`src/rtl/fifo_pkg.sv`:
```
// Shared types and sizing helpers for the flag-rich synchronous FIFO.
package fifo_pkg;

  // Smallest depth for which the pointer/count arithmetic is meaningful.
  localparam int FIFO_MIN_SIZE = 2;

  // Per-cycle occupancy change, encoded as {push, pop}.
  typedef enum logic [1:0] {
    OP_IDLE = 2'b00,
    OP_POP  = 2'b01,
    OP_PUSH = 2'b10,
    OP_BOTH = 2'b11
  } fifo_op_e;

  // Width of a word count able to represent 0..size inclusive.
  function automatic int fifo_wrds_bits(input int size);
    return $clog2(size + 1);
  endfunction

  // Pointer width for an array of `size` entries; a one-entry array still
  // gets a one-bit pointer so the port never collapses to zero width.
  function automatic int fifo_ptr_bits(input int size);
    return (size <= 2) ? 1 : $clog2(size);
  endfunction

endpackage

```
`src/rtl/fifo_ptr_mod.sv`:
```
// Modulo-SIZE pointer register with increment enable and synchronous clear.
// SIZE need not be a power of two: the wrap is an explicit compare against
// the last index, never a bit truncation.
module fifo_ptr_mod
  import fifo_pkg::*;
#(
  parameter int SIZE = 4
) (
  input  logic                           i_clk,
  input  logic                           i_rst_n,
  input  logic                           i_clr,
  input  logic                           i_inc,
  output logic [fifo_ptr_bits(SIZE)-1:0] o_ptr
);

  localparam int             PW   = fifo_ptr_bits(SIZE);
  localparam logic [PW-1:0]  LAST = PW'(SIZE - 1);

  // Pointer advance with wrap at SIZE-1; clear takes priority over increment.
  // NOTE: state registers use non-blocking assignments so every flop samples
  // the pre-edge values of its peers, independent of block ordering.
  always_ff @(posedge i_clk or negedge i_rst_n) begin
    if (!i_rst_n) begin
      o_ptr <= '0;
    end else if (i_clr) begin
      o_ptr <= '0;
    end else if (i_inc) begin
      o_ptr <= (o_ptr == LAST) ? '0 : o_ptr + 1'b1;
    end
  end

endmodule

```
`src/rtl/sync_fifo_flags.sv`:
```
// Single-clock FIFO with valid/ready on both sides, arbitrary depth >= 2,
// registered word count and full/almost-full/empty/almost-empty flags,
// synchronous flush and an optional flop-driven output (OUT_REG=1).
module sync_fifo_flags
  import fifo_pkg::*;
#(
  parameter int SIZE         = 4,
  parameter int DAT_BITS     = 8,
  parameter int AFULL_THRESH = SIZE - 1,
  parameter int AEMP_THRESH  = 1,
  parameter int OUT_REG      = 0
) (
  input  logic                            i_clk,
  input  logic                            i_rst_n,
  input  logic                            i_flush,
  input  logic                            i_val,
  input  logic [DAT_BITS-1:0]             i_dat,
  output logic                            o_rdy,
  output logic                            o_full,
  output logic                            o_afull,
  output logic                            o_val,
  output logic [DAT_BITS-1:0]             o_dat,
  input  logic                            i_rdy,
  output logic                            o_emp,
  output logic                            o_aemp,
  output logic [fifo_wrds_bits(SIZE)-1:0] o_wrds
);

  localparam int CW = fifo_wrds_bits(SIZE);
  // With the output register the head word lives in its own flop, so the
  // array only needs to hold the remaining SIZE-1 words.
  localparam int DEPTH = (OUT_REG != 0) ? SIZE - 1 : SIZE;
  localparam int PW    = fifo_ptr_bits(DEPTH);

  localparam logic [CW-1:0] CNT_ONE   = CW'(1);
  localparam logic [CW-1:0] CNT_FULL  = CW'(SIZE);
  localparam logic [CW-1:0] CNT_AFULL = CW'(AFULL_THRESH);
  localparam logic [CW-1:0] CNT_AEMP  = CW'(AEMP_THRESH);

  // Parameter legality, rejected at elaboration.
  if (SIZE < FIFO_MIN_SIZE) begin : g_bad_size
    $fatal(1, "sync_fifo_flags: SIZE must be >= 2");
  end
  if (AFULL_THRESH < 1 || AFULL_THRESH > SIZE) begin : g_bad_afull
    $fatal(1, "sync_fifo_flags: AFULL_THRESH must be in 1..SIZE");
  end
  if (AEMP_THRESH < 0 || AEMP_THRESH > SIZE - 1) begin : g_bad_aemp
    $fatal(1, "sync_fifo_flags: AEMP_THRESH must be in 0..SIZE-1");
  end

  logic [CW-1:0]       count_q;
  logic [CW-1:0]       count_d;
  logic                push;
  logic                pop;
  fifo_op_e            op;
  logic                wr_inc;
  logic                rd_inc;
  logic [PW-1:0]       wr_ptr;
  logic [PW-1:0]       rd_ptr;
  logic [DAT_BITS-1:0] mem [DEPTH];

  // Handshakes; a flush cycle swallows both sides. o_rdy is a flop, so there
  // is no combinational path from i_rdy to o_rdy, and a full FIFO refuses a
  // push even when a pop happens in the same cycle.
  assign push = i_val & o_rdy & ~i_flush;
  assign pop  = o_val & i_rdy & ~i_flush;
  assign op   = fifo_op_e'({push, pop});

  // Next-state word count: +1, -1 or unchanged; flush forces it to zero.
  // NOTE: assign a default to every always_comb output before any branch so
  // an uncovered path can never infer a latch.
  always_comb begin
    count_d = count_q;
    if (i_flush) begin
      count_d = '0;
    end else begin
      case (op)
        OP_PUSH: count_d = count_q + CNT_ONE;
        OP_POP:  count_d = count_q - CNT_ONE;
        default: count_d = count_q;
      endcase
    end
  end

  // Count and every flag are registered from count_d, so they all change on
  // the same edge as the occupancy itself.
  always_ff @(posedge i_clk or negedge i_rst_n) begin
    if (!i_rst_n) begin
      count_q <= '0;
      o_val   <= 1'b0;
      o_rdy   <= 1'b0;
      o_full  <= 1'b0;
      o_afull <= 1'b0;
      o_emp   <= 1'b1;
      o_aemp  <= 1'b1;
    end else begin
      count_q <= count_d;
      o_val   <= (count_d != '0);
      o_rdy   <= (count_d != CNT_FULL);
      o_full  <= (count_d == CNT_FULL);
      o_afull <= (count_d >= CNT_AFULL);
      o_emp   <= (count_d == '0);
      o_aemp  <= (count_d <= CNT_AEMP);
    end
  end

  assign o_wrds = count_q;

  fifo_ptr_mod #(.SIZE(DEPTH)) u_wr_ptr (
    .i_clk   (i_clk),
    .i_rst_n (i_rst_n),
    .i_clr   (i_flush),
    .i_inc   (wr_inc),
    .o_ptr   (wr_ptr)
  );

  fifo_ptr_mod #(.SIZE(DEPTH)) u_rd_ptr (
    .i_clk   (i_clk),
    .i_rst_n (i_rst_n),
    .i_clr   (i_flush),
    .i_inc   (rd_inc),
    .o_ptr   (rd_ptr)
  );

  // Storage array write port.
  // NOTE: the array deliberately has no reset; occupancy is tracked by the
  // count and pointers, so stale words are never observed and the array
  // stays plain flops without a reset tree.
  always_ff @(posedge i_clk) begin
    if (wr_inc) begin
      mem[wr_ptr] <= i_dat;
    end
  end

  if (OUT_REG == 0) begin : g_mux_out
    assign wr_inc = push;
    assign rd_inc = pop;
    // Head word read straight from the array; forced to zero while empty so
    // reset presents a clean bus.
    assign o_dat  = o_val ? mem[rd_ptr] : '0;
  end else begin : g_reg_out
    logic                bypass;
    logic                refill;
    logic [DAT_BITS-1:0] head_q;

    // Head is occupied exactly when count_q != 0, and the array holds the
    // other count_q-1 words. A push goes straight to the head when the array
    // is empty and the head is empty or leaving this cycle.
    assign bypass = push & ((count_q == '0) | ((count_q == CNT_ONE) & pop));
    assign refill = pop & (count_q > CNT_ONE);
    assign wr_inc = push & ~bypass;
    assign rd_inc = refill;

    // Head flop: loaded by bypass or by refill from the array, otherwise it
    // holds (including while empty, keeping the last word visible).
    always_ff @(posedge i_clk or negedge i_rst_n) begin
      if (!i_rst_n) begin
        head_q <= '0;
      end else if (bypass) begin
        head_q <= i_dat;
      end else if (refill) begin
        head_q <= mem[rd_ptr];
      end
    end

    assign o_dat = head_q;
  end

endmodule

```
`config.mk`:
```
export PLATFORM = sky130hd
export DESIGN_NAME = sync_fifo_flags
export DESIGN_NICKNAME = d
export VERILOG_FILES = /design/src/rtl/fifo_pkg.sv /design/src/rtl/fifo_ptr_mod.sv /design/src/rtl/sync_fifo_flags.sv
export SDC_FILE = /design/constraint.sdc
export NUM_CORES = 1
export LEC_CHECK = 0
export ABC_AREA = 1
export BUFFER_PORTS_ARGS = -buffer_cell sky130_fd_sc_hd__buf_4
export CAP_MARGIN = 20
export CORE_AREA = 2 2 92 94
export DETAILED_ROUTE_END_ITERATION = 8
export DIE_AREA = 0 0 94 96
export HOLD_SLACK_MARGIN = 0.06
export SLEW_MARGIN = 0
export SYNTH_ARGS = -nofsm -noshare
export SYNTH_HDL_FRONTEND = slang
export SYNTH_SLANG_ARGS = --single-unit
```
`constraint.sdc`:
```
create_clock -name i_clk -period 3.1 [get_ports i_clk]
set_clock_uncertainty 0.1 [all_clocks]
set_input_delay 0.93 -clock i_clk [delete_from_list [all_inputs] [get_ports i_clk]]
set_output_delay 0.93 -clock i_clk [all_outputs]
set_load 0.02 [all_outputs]
```
=== Word level (Yosys, flattened, before mapping) ===
Memory sizes are Yosys's and may differ from the RTL's.
Cells that the tools add are included.
Widths: inputs -> output; s select.

* Add/sub/neg operators: 4
* Order comparisons: 2
* Equal/unequal tests: 6
* Mux-type cells: 11
* Bitwise logic cells: 5
* Reductions and logical operators: 4

{| class="wikitable"
|+ Operator list
! kind !! count
|-
| $mux 2 || 6
|-
| $mux 8 || 1
|-
| $eq 2x2->1 const B || 3
|-
| $pmux 3 s2 || 1
|-
| $add 2x1->2 const B || 2
|-
| $and 1x1->1 || 4
|-
| $reduce_bool 2->1 || 2
|-
| $add 3x1->3 const B || 1
|-
| $eq 3x3->1 const B || 1
|-
| $ge 3x2->1 const B || 1
|-
| $le 3x1->1 const B || 1
|-
| $logic_not 3->1 || 1
|-
| $mux 3 || 1
|-
| $ne 3x3->1 const B || 1
|-
| $reduce_bool 3->1 || 1
|-
| $sub 3x1->3 const B || 1
|-
| $eq 2x1->1 const B || 1
|-
| $mux 1 || 2
|-
| $not 1->1 || 1
|}

* Register bits: 13
* Bits in writable memories: 32
* Bits of input ports: 13
* Word-level logic and storage cells: 42
* Memories: 1

{| class="wikitable"
|+ Memories
! memory !! words !! width !! read ports !! clocked after Yosys merged registers in !! write ports !! line !! text
|-
| mem || 4 || 8 || 1 || 0 || 1 || sync_fifo_flags.sv:60 || <nowiki>logic [DAT_BITS-1:0] mem [DEPTH];</nowiki>
|}

=== Logic depth before layout (Yosys ltp) ===
* Depth in word-level cells: 6
* Mapped depth: 12
* Depth with buffers taken out: 12

=== Cells and area by module ===
Synthesis repeated with hierarchy kept, for this count alone.

* Cells, all modules: 173
* Area, all modules: 1894.3 um^2

{| class="wikitable"
|+ Modules (own cells, without submodules)
! module !! times used !! cells each !! area an instance (um^2) !! sequential area each (um^2)
|-
| sync_fifo_flags || 1 || 149 || 1691.6 || 1188.6
|-
| fifo_ptr_mod || 2 || 12 || 101.3 || 50.0
|}

=== Worst setup path after synthesis ===
No wires, ideal clock.

* Path kind: input to register
* Start point: input i_flush
* End point: register o_emp
* Library setup time: 0.071 ns
* Arrival time: 2.347 ns
* Data required time: 2.929 ns
* Path slack: 0.581 ns
* Cell stages on the path: 11
* Path buffers: 0
* Cells stage by stage: inv_2 -> nand3_1 -> ha_1 -> fa_1 -> nor2_1 -> nor2_1 -> nand2_2 -> nand2_2 -> inv_2 -> nand2_2 -> inv_2

* Word-level cells in the longest chain between the ends: 6
* Elaborated cells between the ends (all ways): 8
* Classes of those cells: 2 x eq/ne; 2 x mux; 3 x bitwise; 1 x reduce/logical

{| class="wikitable"
|+ RTL lines
! what !! line !! text
|-
| start, declared || sync_fifo_flags.sv:15 || <nowiki>input logic i_flush,</nowiki>
|-
| $not 1->1 || sync_fifo_flags.sv:65, sync_fifo_flags.sv:66 ||
|-
| $and 1x1->1, on equally long branches || sync_fifo_flags.sv:66, sync_fifo_flags.sv:65 ||
|-
| $eq 2x1->1 / $eq 2x2->1 (equally long branches) || sync_fifo_flags.sv:77 || <nowiki>case (op)</nowiki>
|-
| $pmux 3 s2 || sync_fifo_flags.sv:77 ||
|-
| $mux 3 (*) || sync_fifo_flags.sv:74 || <nowiki>if (i_flush) begin</nowiki>
|-
| $logic_not 3->1 (*) || sync_fifo_flags.sv:102 || <nowiki>o_emp <= (count_d == '0);</nowiki>
|-
| end signal, assigned || sync_fifo_flags.sv:102 ||
|-
| end, declared || sync_fifo_flags.sv:24 || <nowiki>output logic o_emp,</nowiki>
|}

Every way passes the cells marked *; elsewhere a longest branch is shown, timed or not.
A chain may end at the register's enable or synchronous reset.

=== Final worst setup path ===
* Start point: register u_rd_ptr.o_ptr[0]
* End point: output o_dat[1]

* Word-level cells in the longest chain between the ends: 2

{| class="wikitable"
|+ RTL lines
! what !! line !! text
|-
| start, declared || fifo_ptr_mod.sv:13 || <nowiki>output logic [fifo_ptr_bits(SIZE)-1:0] o_ptr</nowiki>
|-
| start signal, assigned || fifo_ptr_mod.sv:28 || <nowiki>o_ptr <= (o_ptr == LAST) ? '0 : o_ptr + 1'b1;</nowiki>
|-
| $mem_v2 4x8 || -- ||
|-
| $mux 8 || sync_fifo_flags.sv:140 || <nowiki>assign o_dat = o_val ? mem[rd_ptr] : '0;</nowiki>
|-
| end, declared || sync_fifo_flags.sv:22 || <nowiki>output logic [DAT_BITS-1:0] o_dat,</nowiki>
|}

Every way passes these cells.

==> out/metrics.cfg <==
[outcome]
outcome=completed

[yosys]
synth_top_area_cell=edfxtp_1
synth-seq-cells=45
ys.flop_type=edfxtp_1
yosysMostFrequentCell=nor2_1
synth.cell_area_sq_um=1943
ys_warn_count=0
synthArstFlopShare_pct=28.89
postSynthCellCount=174
yosysUniqueCellTypes=20
synth_common_cells=nor2_1 (40), edfxtp_1 (32), inv_1 (16), nand2_1 (15)
postSynthAreaPerCell_sq_um=11.17
syn-num-nets=194
synthTopCellsByArea=edfxtp_1 (49%), dfrtp_1 (14%), nor2_1 (7.7%)
netlist.area_leader.share_pct=49.45
synth-edff-count=32
seq_area_frac_synth_pct=66.32

[finish]
finish.instance_area_sq_um=2367
nets=231
area_growth_syn_to_layout_pct=21.83
fin_util_pct=29.40
drive_gt1_share_pct=25.94
num_antenna_cells=0

[global_routing]
grt_pass1_wl_mm=5.892
grt_max_degree=18
grt_pass1_vias=1208
overflow=0
track_usage_pct=8.736
antenna_found_initial=0

[setup_path]
cpMaxStageDelayCell=dfrtp_1
crit_arrival_ns=1.69
cp_cell_sequence=buf_4 > nor2_1 > nor2_1 > o21ai_0 > a21oi_1 > buf_4
endpoint_kind=output pin
cp_data_required_time_ns=2.07
worstSetupStartpointType=register
crit_type=register to output pin
cpPeakStageDelay_ns=0.57
path_max_fanout=10

[floorplan]
io_pins=30
start_util_pct=24.13
core.rowCount=33
die_area_sq_um=9024
die_h_um=96
core_area_sq_um=8051
die_x_um=94

[power_and_ir_drop]
vdd_drop_max_mv=0.1723
p_leak_uw=0.0009978
total_power_uw=1382
p_per_area_nw_per_um2=583.9

[clocking]
clock_sinks=45
post-cts-setup-buffers=0
cts_root_buffer=clkbuf_8
cts_resized=0
clk_pin_slew_ns=0.09
clk_latency_ns=0.30
htreeDepth=2
ctsHoldBuffers=0
numCtsBuffers=5
cts_tree=done
cts_max_path_buffers=2

[timing]
slew_viol_final=0
hold_violations=0
finalCritPeriodShare_pct=87.73
tightest_slew_ns=0.4196
maxSlewHeadroom_pct=72.02
setup_violations=0
setup_tns_ns=0
finalCriticalPeriod_ns=2.720
max_freq_mhz=367.7
rsz0062_at_grt=no

[placement]
port_buffers=29
finalWeightedCongestion=0.7537
placed_cell_area_sq_um=2273
hpwl_mm=2.595

[detailed_routing]
via_per_inst=4.038
dr.pass1.iters=4
drc=0
ant_nets=0
drtIter0Drc=126
finalWirelength_mm=3.776
post_drt_wl_per_cell_um=11.91
vias=1280

[flow_run]
maxCapViolCount=0

[worst_hold_path]
worstHoldPathType=input port to async pin

[cell type report]
class / instances / area, sq um
fill: 852 / 5684
tap: 105 / 131.4
sequential: 45 / 1289
clock inverter: 3 / 25.02
multi-input combinational: 103 / 515.5
timing repair buffer: 34 / 255.2
clock buffer: 5 / 68.82
inverter: 22 / 82.58
[cell families (layout without fill, tap and decap cells)]
| family | after synthesis | count (layout) | synth area share [%] |
|---|---|---|---|
| adders and majority gates | 7 | 7 | 4.894 |
| DFF | 45 | 45 | 66.32 |
| buffers and inverters | 26 | 64 | 7.147 |
| and+or+nand+nor | 67 | 67 | 14.10 |
| AOI/OAI and AO/OA | 29 | 29 | 7.534 |
[report_power, final]
| part | switching (uW) | total, uW | internal [uW] |
|---|---|---|---|
| registers | 28.4 | 716 | 688 |
| logic | 180 | 289 | 109 |
| clock network | 213 | 377 | 164 |
[cells in the final DEF, fill, tap and decap left out]
cell type / count
o22ai_1: 1
a21oi_1: 8
inv_1: 16
nand4_1: 1
edfxtp_1: 32
fa_1: 1
dfrtp_1: 11
clkbuf_8: 5
clkinvlp_4: 1
inv_2: 6
buf_4: 34
o21ai_0: 11
o21ai_1: 9
dfstp_2: 2
inv_6: 2
nand2_1: 15
nand3_1: 6
ha_1: 6
nor2_1: 40
nand2_2: 3
nor2_2: 2
[worst paths after layout]
| check | startpoint | to | cells after the start | slack [ns] |
|---|---|---|---|---|
| hold reg to reg | o_val$_DFF_PN0_ | u_rd_ptr.o_ptr[1]$_DFFE_PN0P_ | 3 | 0.54 |
| min in group i_clk | o_val$_DFF_PN0_ | u_rd_ptr.o_ptr[1]$_DFFE_PN0P_ | 3 | 0.54 |
| setup / recovery | u_rd_ptr.o_ptr[0]$_DFFE_PN0P_ | o_dat[1] | 6 | 0.38 |
| max in group asynchronous | i_rst_n | o_aemp$_DFF_PN1_ | 1 | 2.31 |
| hold / removal | i_rst_n | o_full$_DFF_PN0_ | 1 | 0.36 |
| setup reg to reg | o_rdy$_DFF_PN0_ | o_afull$_DFF_PN0_ | 9 | 1.07 |
[state kept, by name, summed over array words and instances, names as in the netlist]
signal,cells
mem,32
o_aemp,1
o_afull,1
o_emp,1
o_full,1
o_rdy,1
o_val,1
o_wrds,3
u_rd_ptr.o_ptr,2
u_wr_ptr.o_ptr,2
[critical path: cells and delay by family, from the launching register on]
| kind | cells | cell delay, ns |
|---|---|---|
| flip-flops | 1 | 0.57 |
| buffers and inverters | 2 | 0.41 |
| AO/OA/AOI/OAI | 2 | 0.25 |
| AND/OR/NAND/NOR | 2 | 0.15 |
[per-layer routing]
| layer | vias to the layer above | wire (um) | track usage, % |
|---|---|---|---|
| li1 | 649 | - | - |
| met1 | 596 | 1721 | 10.78 |
| met2 | 28 | 1832 | 14.46 |
| met3 | 7 | 160 | 2.428 |
| met4 | 0 | 61 | 3.623 |
| met5 | - | 0 | 0 |
[stage by stage]
| step | hold slack, ns | setup WS [ns] | cells |
|---|---|---|---|
| floorplan | 0.4793 | 0.5814 | 174 |
| global placement | 0.5244 | 0.3691 | 309 |
| detailed placement | 0.5249 | 0.2689 | 309 |
| CTS | 0.3602 | 0.3758 | 317 |
| global route | 0.3589 | 0.2437 | 317 |
| finish | 0.3582 | 0.3803 | 317 |
(Power assumes the default switching activity.)
